## config.mk

```make
export PLATFORM = sky130hd
export DESIGN_NAME = id_stage_sb_flat
export DESIGN_NICKNAME = d
export VERILOG_FILES = /design/src/rtl/id_stage_sb_if.sv /design/src/rtl/id_stage_sb.sv /design/src/flat_wrapper.sv
export SDC_FILE = /design/constraint.sdc
export NUM_CORES = 2
export LEC_CHECK = 0
export CORE_ASPECT_RATIO = 0.9
export CORE_MARGIN = 1.5
export CORE_UTILIZATION = 26
export CTS_CLUSTER_SIZE = 28
export DETAILED_ROUTE_END_ITERATION = 16
export GPL_ROUTABILITY_DRIVEN = 1
export GPL_TIMING_DRIVEN = 0
export PLACE_DENSITY_LB_ADDON = 0.15
export SETUP_SLACK_MARGIN = 0.2
export SLEW_MARGIN = 20
export SYNTH_ARGS = -nofsm -noshare
export SYNTH_HDL_FRONTEND = slang
export SYNTH_SLANG_ARGS = --single-unit
```

## constraint.sdc

```tcl
create_clock -name clk -period 3.9 [get_ports clk]
set_input_delay 0.585 -clock clk [delete_from_list [all_inputs] [get_ports clk]]
set_output_delay 0.585 -clock clk [all_outputs]
set_load 0.05 [all_outputs]
```

## src/rtl/id_stage_sb_if.sv

```systemverilog
// ---------------------------------------------------------------------------
// id_stage_sb_if
// Bundles every non-clock/non-reset signal of the decode stage.
//   IF side : pc_in, inst_in, in_valid, in_ready (from stage), flush
//   WB side : wb_en_in, wb_dest, wb_value
//   EX side : out_valid, out_ready (from EX), pc_out, wb_en, mem_read,
//             mem_write, br, exe_cmd, reg1, reg2, st_val, out_dest
// Modports:
//   slave  - the decode stage itself
//   master - the surrounding pipeline (IF/WB/EX or a testbench)
// ---------------------------------------------------------------------------
interface id_stage_sb_if #(
    parameter int DATA_W = 32,
    parameter int AW     = 5
);
    logic [DATA_W-1:0] pc_in;
    logic [31:0]       inst_in;
    logic              in_valid;
    logic              in_ready;
    logic              flush;

    logic              wb_en_in;
    logic [AW-1:0]     wb_dest;
    logic [DATA_W-1:0] wb_value;

    logic              out_valid;
    logic              out_ready;
    logic [DATA_W-1:0] pc_out;
    logic              wb_en;
    logic              mem_read;
    logic              mem_write;
    logic [1:0]        br;
    logic [3:0]        exe_cmd;
    logic [DATA_W-1:0] reg1;
    logic [DATA_W-1:0] reg2;
    logic [DATA_W-1:0] st_val;
    logic [AW-1:0]     out_dest;

    modport slave (
        input  pc_in, inst_in, in_valid, flush,
        input  wb_en_in, wb_dest, wb_value,
        input  out_ready,
        output in_ready, out_valid, pc_out, wb_en, mem_read, mem_write,
        output br, exe_cmd, reg1, reg2, st_val, out_dest
    );

    modport master (
        output pc_in, inst_in, in_valid, flush,
        output wb_en_in, wb_dest, wb_value,
        output out_ready,
        input  in_ready, out_valid, pc_out, wb_en, mem_read, mem_write,
        input  br, exe_cmd, reg1, reg2, st_val, out_dest
    );
endinterface

```

## src/rtl/id_stage_sb.sv

```systemverilog
// ---------------------------------------------------------------------------
// id_stage_sb
// Decode stage with field split, control decode, internal register file,
// per-register in-flight writer scoreboard (RAW / counter-full stalls) and a
// registered ID/EX output with a valid/ready handshake.
//
// Ports:
//   clk  - rising-edge clock
//   rst  - asynchronous, active-low reset
//   bus  - id_stage_sb_if.slave (IF, WB and EX side signals)
//
// Instruction fields: [31:26] op, [25:21] src1, [20:16] src2, [15:11] dest,
// [15:0] imm. Register fields use their low AW bits (AW <= 5).
//
// Control decode (op : exe_cmd, controls):
//   1 ADD:0  3 SUB:2  5 AND:4  6 OR:5  7 NOR:6  8 XOR:7
//   9 SLA:8  10 SLL:8 11 SRA:9 12 SRL:A          (wb_en)
//   32 ADDI:0 33 SUBI:2                           (wb_en, imm)
//   36 LD:0 (wb_en, mem_read, imm)  37 ST:0 (mem_write, imm)
//   40 BEZ br=1, 41 BNE br=2, 42 JMP br=3         (imm)
//   anything else decodes as a NOP (all controls 0).
//
// Optional feature: define ID_WB_BYPASS_EN to let a dependent instruction
// issue in the same cycle as the writeback that resolves it, reading the
// writeback value directly.
// ---------------------------------------------------------------------------
module id_stage_sb #(
    parameter int DATA_W   = 32,
    parameter int REG_NUM  = 32,
    parameter int SB_CNT_W = 2
) (
    input  logic         clk,
    input  logic         rst,
    id_stage_sb_if.slave bus
);
    localparam int AW = $clog2(REG_NUM);
    localparam logic [SB_CNT_W-1:0] CNT_MAX = '1;
    localparam logic [SB_CNT_W-1:0] CNT_ONE = SB_CNT_W'(1);

    typedef struct packed {
        logic [DATA_W-1:0] pc;
        logic              wb_en;
        logic              mem_read;
        logic              mem_write;
        logic [1:0]        br;
        logic [3:0]        exe_cmd;
        logic [DATA_W-1:0] reg1;
        logic [DATA_W-1:0] reg2;
        logic [DATA_W-1:0] st_val;
        logic [AW-1:0]     dest;
    } id_ex_t;

    id_ex_t            idex_q, idex_d;
    logic              valid_q, valid_d;
    logic [SB_CNT_W-1:0] cnt_q [REG_NUM];
    logic [SB_CNT_W-1:0] cnt_d [REG_NUM];
    logic [DATA_W-1:0] rf_q [REG_NUM];
    logic [DATA_W-1:0] rf_d [REG_NUM];

    logic [5:0]        op;
    logic [AW-1:0]     src1, src2, dest, dest_sel;
    logic [15:0]       imm;
    logic              cu_wb_en, cu_mem_read, cu_mem_write, is_imm;
    logic [1:0]        cu_br;
    logic [3:0]        cu_exe_cmd;
    logic              src2_used, src1_pend, src2_pend, dest_full, hazard;
    logic              accept, wb_dec, sb_inc;
    logic [DATA_W-1:0] src1_val, src2_val, imm_sext;

    assign op       = bus.inst_in[31:26];
    assign src1     = bus.inst_in[21 +: AW];
    assign src2     = bus.inst_in[16 +: AW];
    assign dest     = bus.inst_in[11 +: AW];
    assign imm      = bus.inst_in[15:0];
    assign imm_sext = {{(DATA_W-16){imm[15]}}, imm};

    // Control unit: unknown opcodes fall through to an all-zero NOP.
    always_comb begin
        cu_wb_en     = 1'b0;
        cu_mem_read  = 1'b0;
        cu_mem_write = 1'b0;
        cu_br        = 2'd0;
        cu_exe_cmd   = 4'h0;
        is_imm       = 1'b0;
        case (op)
            6'd1:  begin cu_wb_en = 1'b1; cu_exe_cmd = 4'h0; end
            6'd3:  begin cu_wb_en = 1'b1; cu_exe_cmd = 4'h2; end
            6'd5:  begin cu_wb_en = 1'b1; cu_exe_cmd = 4'h4; end
            6'd6:  begin cu_wb_en = 1'b1; cu_exe_cmd = 4'h5; end
            6'd7:  begin cu_wb_en = 1'b1; cu_exe_cmd = 4'h6; end
            6'd8:  begin cu_wb_en = 1'b1; cu_exe_cmd = 4'h7; end
            6'd9:  begin cu_wb_en = 1'b1; cu_exe_cmd = 4'h8; end
            6'd10: begin cu_wb_en = 1'b1; cu_exe_cmd = 4'h8; end
            6'd11: begin cu_wb_en = 1'b1; cu_exe_cmd = 4'h9; end
            6'd12: begin cu_wb_en = 1'b1; cu_exe_cmd = 4'hA; end
            6'd32: begin cu_wb_en = 1'b1; is_imm = 1'b1; cu_exe_cmd = 4'h0; end
            6'd33: begin cu_wb_en = 1'b1; is_imm = 1'b1; cu_exe_cmd = 4'h2; end
            6'd36: begin cu_wb_en = 1'b1; cu_mem_read = 1'b1; is_imm = 1'b1; end
            6'd37: begin cu_mem_write = 1'b1; is_imm = 1'b1; end
            6'd40: begin cu_br = 2'd1; is_imm = 1'b1; end
            6'd41: begin cu_br = 2'd2; is_imm = 1'b1; end
            6'd42: begin cu_br = 2'd3; is_imm = 1'b1; end
            default: ;
        endcase
    end

    assign dest_sel  = is_imm ? src2 : dest;
    // Stores and branches read src2 even though they carry an immediate.
    assign src2_used = !is_imm || cu_mem_write || (cu_br != 2'd0);
    assign wb_dec    = bus.wb_en_in && (bus.wb_dest != '0);

    // Register 0 is never counted, so cnt_q[0] stays 0 and rf_q[0] stays 0.
`ifdef ID_WB_BYPASS_EN
    logic src1_wb_hit, src2_wb_hit;
    assign src1_wb_hit = wb_dec && (bus.wb_dest == src1);
    assign src2_wb_hit = wb_dec && (bus.wb_dest == src2);
    // The last outstanding writer retiring this cycle no longer blocks the read.
    assign src1_pend = (cnt_q[src1] != '0) && !(src1_wb_hit && cnt_q[src1] == CNT_ONE);
    assign src2_pend = (cnt_q[src2] != '0) && !(src2_wb_hit && cnt_q[src2] == CNT_ONE);
    assign src1_val  = src1_wb_hit ? bus.wb_value : rf_q[src1];
    assign src2_val  = src2_wb_hit ? bus.wb_value : rf_q[src2];
`else
    assign src1_pend = (cnt_q[src1] != '0);
    assign src2_pend = (cnt_q[src2] != '0);
    assign src1_val  = rf_q[src1];
    assign src2_val  = rf_q[src2];
`endif

    // A new writer cannot issue once its destination counter is saturated.
    assign dest_full = cu_wb_en && (dest_sel != '0) && (cnt_q[dest_sel] == CNT_MAX);
    assign hazard    = src1_pend || (src2_used && src2_pend) || dest_full;
    assign bus.in_ready = !bus.flush && !hazard && (!valid_q || bus.out_ready);
    assign accept    = bus.in_valid && bus.in_ready;
    assign sb_inc    = accept && cu_wb_en && (dest_sel != '0);

    // Scoreboard: issue counts up, writeback counts down, both cancel out.
    always_comb begin
        cnt_d = cnt_q;
        for (int r = 1; r < REG_NUM; r++) begin
            if (sb_inc && dest_sel == AW'(r)) begin
                if (!(wb_dec && bus.wb_dest == AW'(r)))
                    cnt_d[r] = cnt_q[r] + CNT_ONE;
            end else if (wb_dec && bus.wb_dest == AW'(r) && cnt_q[r] != '0) begin
                cnt_d[r] = cnt_q[r] - CNT_ONE;
            end
        end
    end

    always_comb begin
        rf_d = rf_q;
        if (wb_dec)
            rf_d[bus.wb_dest] = bus.wb_value;
    end

    // ID/EX register: load on accept, otherwise only the valid bit drains.
    always_comb begin
        idex_d  = idex_q;
        valid_d = valid_q;
        if (accept) begin
            valid_d          = 1'b1;
            idex_d.pc        = bus.pc_in;
            idex_d.wb_en     = cu_wb_en;
            idex_d.mem_read  = cu_mem_read;
            idex_d.mem_write = cu_mem_write;
            idex_d.br        = cu_br;
            idex_d.exe_cmd   = cu_exe_cmd;
            idex_d.reg1      = src1_val;
            idex_d.reg2      = is_imm ? imm_sext : src2_val;
            idex_d.st_val    = src2_val;
            idex_d.dest      = dest_sel;
        end else if (bus.out_ready) begin
            valid_d = 1'b0;
        end
    end

    always_ff @(posedge clk or negedge rst) begin
        if (!rst) begin
            valid_q <= 1'b0;
            idex_q  <= '0;
            cnt_q   <= '{default: '0};
            rf_q    <= '{default: '0};
        end else begin
            valid_q <= valid_d;
            idex_q  <= idex_d;
            cnt_q   <= cnt_d;
            rf_q    <= rf_d;
        end
    end

    assign bus.out_valid = valid_q;
    assign bus.pc_out    = idex_q.pc;
    assign bus.wb_en     = idex_q.wb_en;
    assign bus.mem_read  = idex_q.mem_read;
    assign bus.mem_write = idex_q.mem_write;
    assign bus.br        = idex_q.br;
    assign bus.exe_cmd   = idex_q.exe_cmd;
    assign bus.reg1      = idex_q.reg1;
    assign bus.reg2      = idex_q.reg2;
    assign bus.st_val    = idex_q.st_val;
    assign bus.out_dest  = idex_q.dest;
endmodule

```

## src/flat_wrapper.sv

```systemverilog
// flat-port wrapper written by rule: the top's interface ports become plain ports
module id_stage_sb_flat 
#(
    parameter int DATA_W   = 32,
    parameter int REG_NUM  = 32,
    parameter int SB_CNT_W = 2
)
  (clk, rst, bus_pc_in, bus_inst_in, bus_in_valid, bus_flush, bus_wb_en_in, bus_wb_dest, bus_wb_value, bus_out_ready, bus_in_ready, bus_out_valid, bus_pc_out, bus_wb_en, bus_mem_read, bus_mem_write, bus_br, bus_exe_cmd, bus_reg1, bus_reg2, bus_st_val, bus_out_dest);
  id_stage_sb_if #(.DATA_W(DATA_W), .AW((5))) bus_i ();
  input  logic clk;
  input  logic rst;
  input wire logic [$bits(bus_i.pc_in)-1:0] bus_pc_in;
  input wire logic [$bits(bus_i.inst_in)-1:0] bus_inst_in;
  input wire logic [$bits(bus_i.in_valid)-1:0] bus_in_valid;
  input wire logic [$bits(bus_i.flush)-1:0] bus_flush;
  input wire logic [$bits(bus_i.wb_en_in)-1:0] bus_wb_en_in;
  input wire logic [$bits(bus_i.wb_dest)-1:0] bus_wb_dest;
  input wire logic [$bits(bus_i.wb_value)-1:0] bus_wb_value;
  input wire logic [$bits(bus_i.out_ready)-1:0] bus_out_ready;
  output wire logic [$bits(bus_i.in_ready)-1:0] bus_in_ready;
  output wire logic [$bits(bus_i.out_valid)-1:0] bus_out_valid;
  output wire logic [$bits(bus_i.pc_out)-1:0] bus_pc_out;
  output wire logic [$bits(bus_i.wb_en)-1:0] bus_wb_en;
  output wire logic [$bits(bus_i.mem_read)-1:0] bus_mem_read;
  output wire logic [$bits(bus_i.mem_write)-1:0] bus_mem_write;
  output wire logic [$bits(bus_i.br)-1:0] bus_br;
  output wire logic [$bits(bus_i.exe_cmd)-1:0] bus_exe_cmd;
  output wire logic [$bits(bus_i.reg1)-1:0] bus_reg1;
  output wire logic [$bits(bus_i.reg2)-1:0] bus_reg2;
  output wire logic [$bits(bus_i.st_val)-1:0] bus_st_val;
  output wire logic [$bits(bus_i.out_dest)-1:0] bus_out_dest;
  assign bus_i.pc_in = bus_pc_in;
  assign bus_i.inst_in = bus_inst_in;
  assign bus_i.in_valid = bus_in_valid;
  assign bus_i.flush = bus_flush;
  assign bus_i.wb_en_in = bus_wb_en_in;
  assign bus_i.wb_dest = bus_wb_dest;
  assign bus_i.wb_value = bus_wb_value;
  assign bus_i.out_ready = bus_out_ready;
  assign bus_in_ready = bus_i.in_ready;
  assign bus_out_valid = bus_i.out_valid;
  assign bus_pc_out = bus_i.pc_out;
  assign bus_wb_en = bus_i.wb_en;
  assign bus_mem_read = bus_i.mem_read;
  assign bus_mem_write = bus_i.mem_write;
  assign bus_br = bus_i.br;
  assign bus_exe_cmd = bus_i.exe_cmd;
  assign bus_reg1 = bus_i.reg1;
  assign bus_reg2 = bus_i.reg2;
  assign bus_st_val = bus_i.st_val;
  assign bus_out_dest = bus_i.out_dest;
  id_stage_sb #(.DATA_W(DATA_W), .REG_NUM(REG_NUM), .SB_CNT_W(SB_CNT_W)) u_core (.clk(clk), .rst(rst), .bus(bus_i));
endmodule
```

======== After elaboration in Yosys (flattened, before gate mapping) ========
Index checks and enable logic that the tools add are counted.
storage, ports and cells
  input port bits ......................... 107
  output and inout port bits .............. 144
  register bits after elaboration ......... 1229
  word-level logic and storage cells ...... 592
operators by class
  reductions and logical operators ........ 215
  multiplexer cells ....................... 121
  equal/unequal tests ..................... 111
  bitwise logic cells ..................... 4
  add/subtract/negate cells ............... 62
  magnitude comparators ................... 5
operator list
  cell                 number
  $bwmux 1024          1
  $bmux 32 s5          2
  $mux 2               99
  $mux 32              6
  $demux 32 s5         1
  $eq 5x5->1 const B   32
  $reduce_bool 2->1    66
  $logic_and 1x1->1    103
  $eq 5x4->1 const B   16
  $add 2x1->2 const B  31
  $ne 2x2->1 const B   31
  $reduce_and 2->1     31
  $sub 2x1->2 const B  31
  $eq 6x6->1 const B   7
  $eq 5x3->1 const B   8
  $pmux 4 s8           1
  $bmux 2 s5           3
  $eq 6x4->1 const B   5
  $ge 6x6->1 const B   4
  $not 5->6            4
  $eq 5x2->1 const B   4
  $eq 6x3->1 const B   3
  $reduce_or 13->1     1
  $eq 5x1->1 const B   2
  12 further kinds     26

======== Longest topological paths before layout ========
  depth in word-level cells ............... 20
  gate-level depth with buffers ........... 19
  mapped depth without buffers ............ 9

======== Worst setup path after synthesis ========
No wires, ideal clock.
  path type ............................... input-to-output
  start ................................... input bus_inst_in[31]
  end ..................................... output bus_in_ready
  setup slack ............................. -0.284 ns
  cell stages on the path ................. 11
  required time ........................... 3.315 ns
  arrival ................................. 3.599 ns
  buffers on the path ..................... 4
  cell sequence ........................... buf_4 -> nand2b_4 -> buf_6 -> a211o_1 -> buf_6 -> mux2_4 -> a211o_1 -> a21oi_1 -> o31ai_4 -> buf_2 -> a211oi_1
on the way
  word-level cells in the longest chain between the ends .. 14
  elaborated cells on any way between the ends .. 42
  those cells by class .................... eq/ne (18); mux (8); bitwise (1); reduce/logical (15)
RTL lines
  element                                    line                text
  start: declaration                         flat_wrapper.sv:13  input wire logic [$bits(bus_i.inst_in)-1:0] bus_inst_in;
  $eq 6x6->1                                 id_stage_sb.sv:85   case (op)
  $reduce_or 7->1 (no source line)           n/a
  $mux 1                                     id_stage_sb.sv:85
  $mux 5                                     id_stage_sb.sv:107  assign dest_sel = is_imm ? src2 : dest;
  $not 5->6 (implied by the code)            id_stage_sb.sv:130  assign dest_full = cu_wb_en && (dest_sel != '0) && (cnt_q[dest_sel] == CNT_MAX);
  $bmux 2 s5                                 id_stage_sb.sv:130
  $mux 2 (implied by the code) (2 in a row)  id_stage_sb.sv:130
  $eq 2x2->1                                 id_stage_sb.sv:130
  $logic_and 1x1->1                          id_stage_sb.sv:130
  $logic_or 1x1->1 *                         id_stage_sb.sv:131  assign hazard = src1_pend || (src2_used && src2_pend) || dest_full;
  $logic_not 1->1 *                          id_stage_sb.sv:132  assign bus.in_ready = !bus.flush && !hazard && (!valid_q || bus.out_ready);
  $logic_and 1x1->1 * (2 in a row)           id_stage_sb.sv:132
  end: declaration                           flat_wrapper.sv:20  output wire logic [$bits(bus_i.in_ready)-1:0] bus_in_ready;
Every way passes the cells marked *; elsewhere a longest branch is shown, timed or not. The select of a mux whose other input is x is not followed.

======== Worst setup path in the final report ========
  start ................................... input bus_inst_in[30]
  end ..................................... output bus_in_ready
Same word-level chain as after synthesis.

==> flow_metrics.py <==
metrics = {
    "synth": {
        "yosys_warnings": 0,
        "ys_async_sr_fraction_pct": 100,
        "syn_area_sq_um": 64900,
        "ys_top_cells_by_area": "dfrtp_1, mux4_2, mux2_2",
        "seq_area_frac_synth_pct": 47.4,
        "synth_cells": 5146,
        "ys_ff_latch": 1229,
        "synth_edf_count": 0,
        "yosysUniqueCellTypes": 74,
        "synth_top_area_cell": "dfrtp_1",
        "yosysTopAreaCellShare_pct": 47.4,
        "ys.flop_type": "dfrtp_1",
        "post_synth.cell_area_avg_sq_um": 12.6,
        "syn_nets": 5253,
    },
    "timing": {
        "slew_violations": 0,
        "rsz0062_at_grt": "true",
        "fin_skew_ps": 48.5,
        "finalHoldViolations": 0,
        "setup_tns_ps": 0,
        "setup_slack_ps": 112,
        "maxSlewHeadroom_pct": 17.6,
        "fin_crit_ps": 3790,
        "setup_viol": 0,
        "max_freq_ghz": 0.264,
        "period_share_pct": 97.1,
        "worst_pin_slew_ps": 1240,
    },
    "global_routing": {
        "antenna_found_initial": 23,
        "grt_pass1_vias": 47700,
        "grt_max_degree": 131,
        "grt_overflow": 0,
        "grtUsageTotal_pct": 21.8,
        "grt_first_pass_wirelength_microns": 386000,
    },
    "drt": {
        "ant_nets": 0,
        "routed_wl_microns": 278000,
        "drtIter0Drc": 4887,
        "dr.pass1.iters": 6,
        "drc": 0,
        "num_vias": 48100,
        "vias_per_cell": 5.29,
        "routedWlPerCell_microns": 30.5,
    },
    "final_layout": {
        "layout-drive-gt1-share_pct": 34.0,
        "fin_cells": 9102,
        "final_area_sq_um": 79100,
        "area_growth_pct": 21.9,
        "finalCoreUtilization_pct": 31.9,
        "finalNetCount": 5753,
    },
    "critical_path": {
        "cpMostUsedCell": "buf_6",
        "startpoint": "bus_inst_in[30]",
        "cp_max_fo": 10,
        "reg2regPathDepth": 14,
        "critPathArrivalTime_ps": 3200,
        "critPathKind": "in2out",
        "crit_chain": "clkdlybuf4s15_2, nand2b_4, buf_6, a211o_1, buf_6, buf_6, mux2i_4, o311ai_2, a221o_1, o31ai_4, buf_6, a211oi_2, buf_6",
        "required_ps": 3310,
        "reg2reg_slack_ps": 300,
        "startpoint_type": "input port",
        "critPathCapture": "bus_in_ready",
        "max_stage_delay_ps": 390,
        "cp-end-kind": "output pin",
        "cp_slowest_cell": "o311ai_2",
        "reg2reg_from": "u_core.cnt_q[40]$_DFFE_PN0P_",
        "r2r_end": "u_core.bus.reg1[29]$_DFFE_PN0P_",
    },
    "floorplan": {
        "dieArea_sq_um": 253000,
        "start_util_pct": 26.2,
        "die_y_microns": 477,
        "dieWidth_microns": 530,
        "ios": 251,
        "placementRows": 173,
        "coreArea_sq_um": 248000,
    },
    "power": {
        "power_frac_seq_pct": 39.0,
        "ir_drop_mv": 0.369,
        "p_int_uw": 29500,
        "leakage_uw": 0.0341,
        "clockPowerShare_pct": 34.7,
        "power_density_nw_per_um2": 554,
        "p_sw_uw": 14300,
        "p_comb_share_pct": 26.4,
        "p_sw_share_pct": 32.6,
    },
    "placed_design": {
        "place_congestion": 0.896,
        "dpl.hpwl_microns": 202000,
        "place_ws_ps": -2410,
        "place_inst": 8740,
        "portBuffers": 240,
        "place_area_sq_um": 72400,
    },
    "clock_network": {
        "clock_sinks": 1229,
        "cts_tree": "done",
        "clk_pin_slew_ps": 60,
        "cts_buffers": 156,
        "clockBufferDepth": 3,
        "root_buffer": "clkbuf_16",
        "cts_htree_levels": 4,
        "clock_latency_ps": 830,
    },
    "hold_path": {
        "hold_path.class": "in2reg",
    },
    "job": {
        "maxCapViolCount": 0,
    },
    "outcome": {
        "status": "finished, final reports clean",
    },
}
[power by group through the flow]
| stage | Combinational, uW | Sequential, uW | Clock [uW] |
|---|---|---|---|
| finish | 11500 | 17100 | 15200 |
| global route | 12200 | 17400 | 16000 |
| CTS | 11500 | 17000 | 15500 |
| detailed placement | 11300 | 17200 | 0 |
| global placement | 11000 | 17200 | 0 |
| floorplan | 5530 | 18500 | 0 |
[worst min path at each step]
stage | startpoint | slack [ps] | cells past startpoint | end
global placement | u_core.rf_q[1004]$_DFFE_PN0P_ | 450 | 1 | u_core.rf_q[1004]$_DFFE_PN0P_
detailed placement | u_core.rf_q[1022]$_DFFE_PN0P_ | 460 | 1 | u_core.rf_q[1022]$_DFFE_PN0P_
floorplan | rst | 290 | 0 | u_core.bus.br[0]$_DFFE_PN0P_
global route | bus_inst_in[30] | 110 | 2 | u_core.bus.exe_cmd[1]$_DFFE_PN0P_
finish | bus_inst_in[30] | 140 | 2 | u_core.bus.exe_cmd[1]$_DFFE_PN0P_
CTS | rst | -90 | 2 | u_core.cnt_q[19]$_DFFE_PN0P_
[critical path: cells and delay by family]
family	cells	cell delay [ps]
buffers and inverters	6	1030
AOI/OAI and AO/OA	5	1220
muxes	1	200
and+or+nand+nor	1	150
[registers in the layout, summed over array words and instances, names as in the netlist, 2 cells and up]
name                 flops
u_core.bus.out_dest      5
u_core.cnt_q            62
u_core.bus.reg1         32
u_core.bus.br            2
u_core.bus.reg2         32
u_core.rf_q           1024
u_core.bus.st_val       32
u_core.bus.exe_cmd       4
u_core.bus.pc_out       32
[what timing repair did]
action,4_1_cts,5_1_grt
hold endpoints to repair,83,64
hold buffers,5,4
cloned,0,1
endpoints found under the setup margin,209,185
buffers inserted,52,8
gates resized for setup,202,53
pin swaps,7,6
[layer usage]
layer / vias to the layer above / share of wire (%) / track usage (%)
li1: 19700 / - / -
met5: - / 0.031 / 0
met2: 2124 / 43 / 31.4
met4: 14 / 3.0 / 6.57
met3: 410 / 9.3 / 6.45
met1: 25800 / 45 / 31.2
[cell usage after synthesis (all sizes together) (10+ instances only)]
cell type	n
buf	107
and2	34
o22ai	18
or3	20
mux2	649
o31ai	17
dfrtp	1229
o21ai	135
nand3	16
o211ai	23
a32oi	16
clkbuf	382
nand2	1359
inv	42
mux2i	78
nand4	10
o311ai	14
nor3	13
mux4	653
nand2b	16
a21oi	90
nor2	85
[cell families after synthesis]
kind of cell | after synthesis | share of synthesized area, %
compound gates | 400 | 4.07
simple gates | 1595 | 9.83
xor+xnor | 5 | 0.0675
flops | 1229 | 47.4
buf+inv | 537 | 3.32
mux | 1380 | 35.3
[layout by cell type (no fill, tap or decap), types with 20 or more instances in the layout]
master,instances
clkbuf_1,318
mux2_2,613
dfrtp_2,23
or3_1,20
clkbuf_16,159
buf_2,41
o21ai_0,111
clkdlybuf4s50_1,232
and2_1,33
o21ai_1,21
buf_4,82
nor2_1,57
buf_16,27
a21oi_1,87
inv_1,39
mux2i_1,56
mux2_4,36
nand2_1,1359
clkbuf_2,84
dfrtp_1,1206
o211ai_1,23
mux4_2,653
buf_6,25
clkbuf_8,38
clkinv_2,21
[per-stage QoR]
| step | total power, uW | hold WS (ps) |
|---|---|---|
| after floorplan | 24000 | 289 |
| after global placement | 28300 | 452 |
| after detailed placement | 28500 | 464 |
| after CTS | 44000 | -91.0 |
| after global routing | 45600 | 115 |
| final | 43800 | 141 |
[area by class of cell]
cell class / instances / area (sq um)
multi-input cells: 3380 / 32500
repair buffers: 342 / 3810
flip-flops and latches: 1229 / 30800
plain buffers: 489 / 2350
clock inverters: 55 / 768
clock buffers: 222 / 4520
diodes: 12 / 30.0
fillers: 24800 / 169000
inverters: 48 / 184
well taps: 3325 / 4160
No activity file was read; power rests on OpenSTA's default activity.
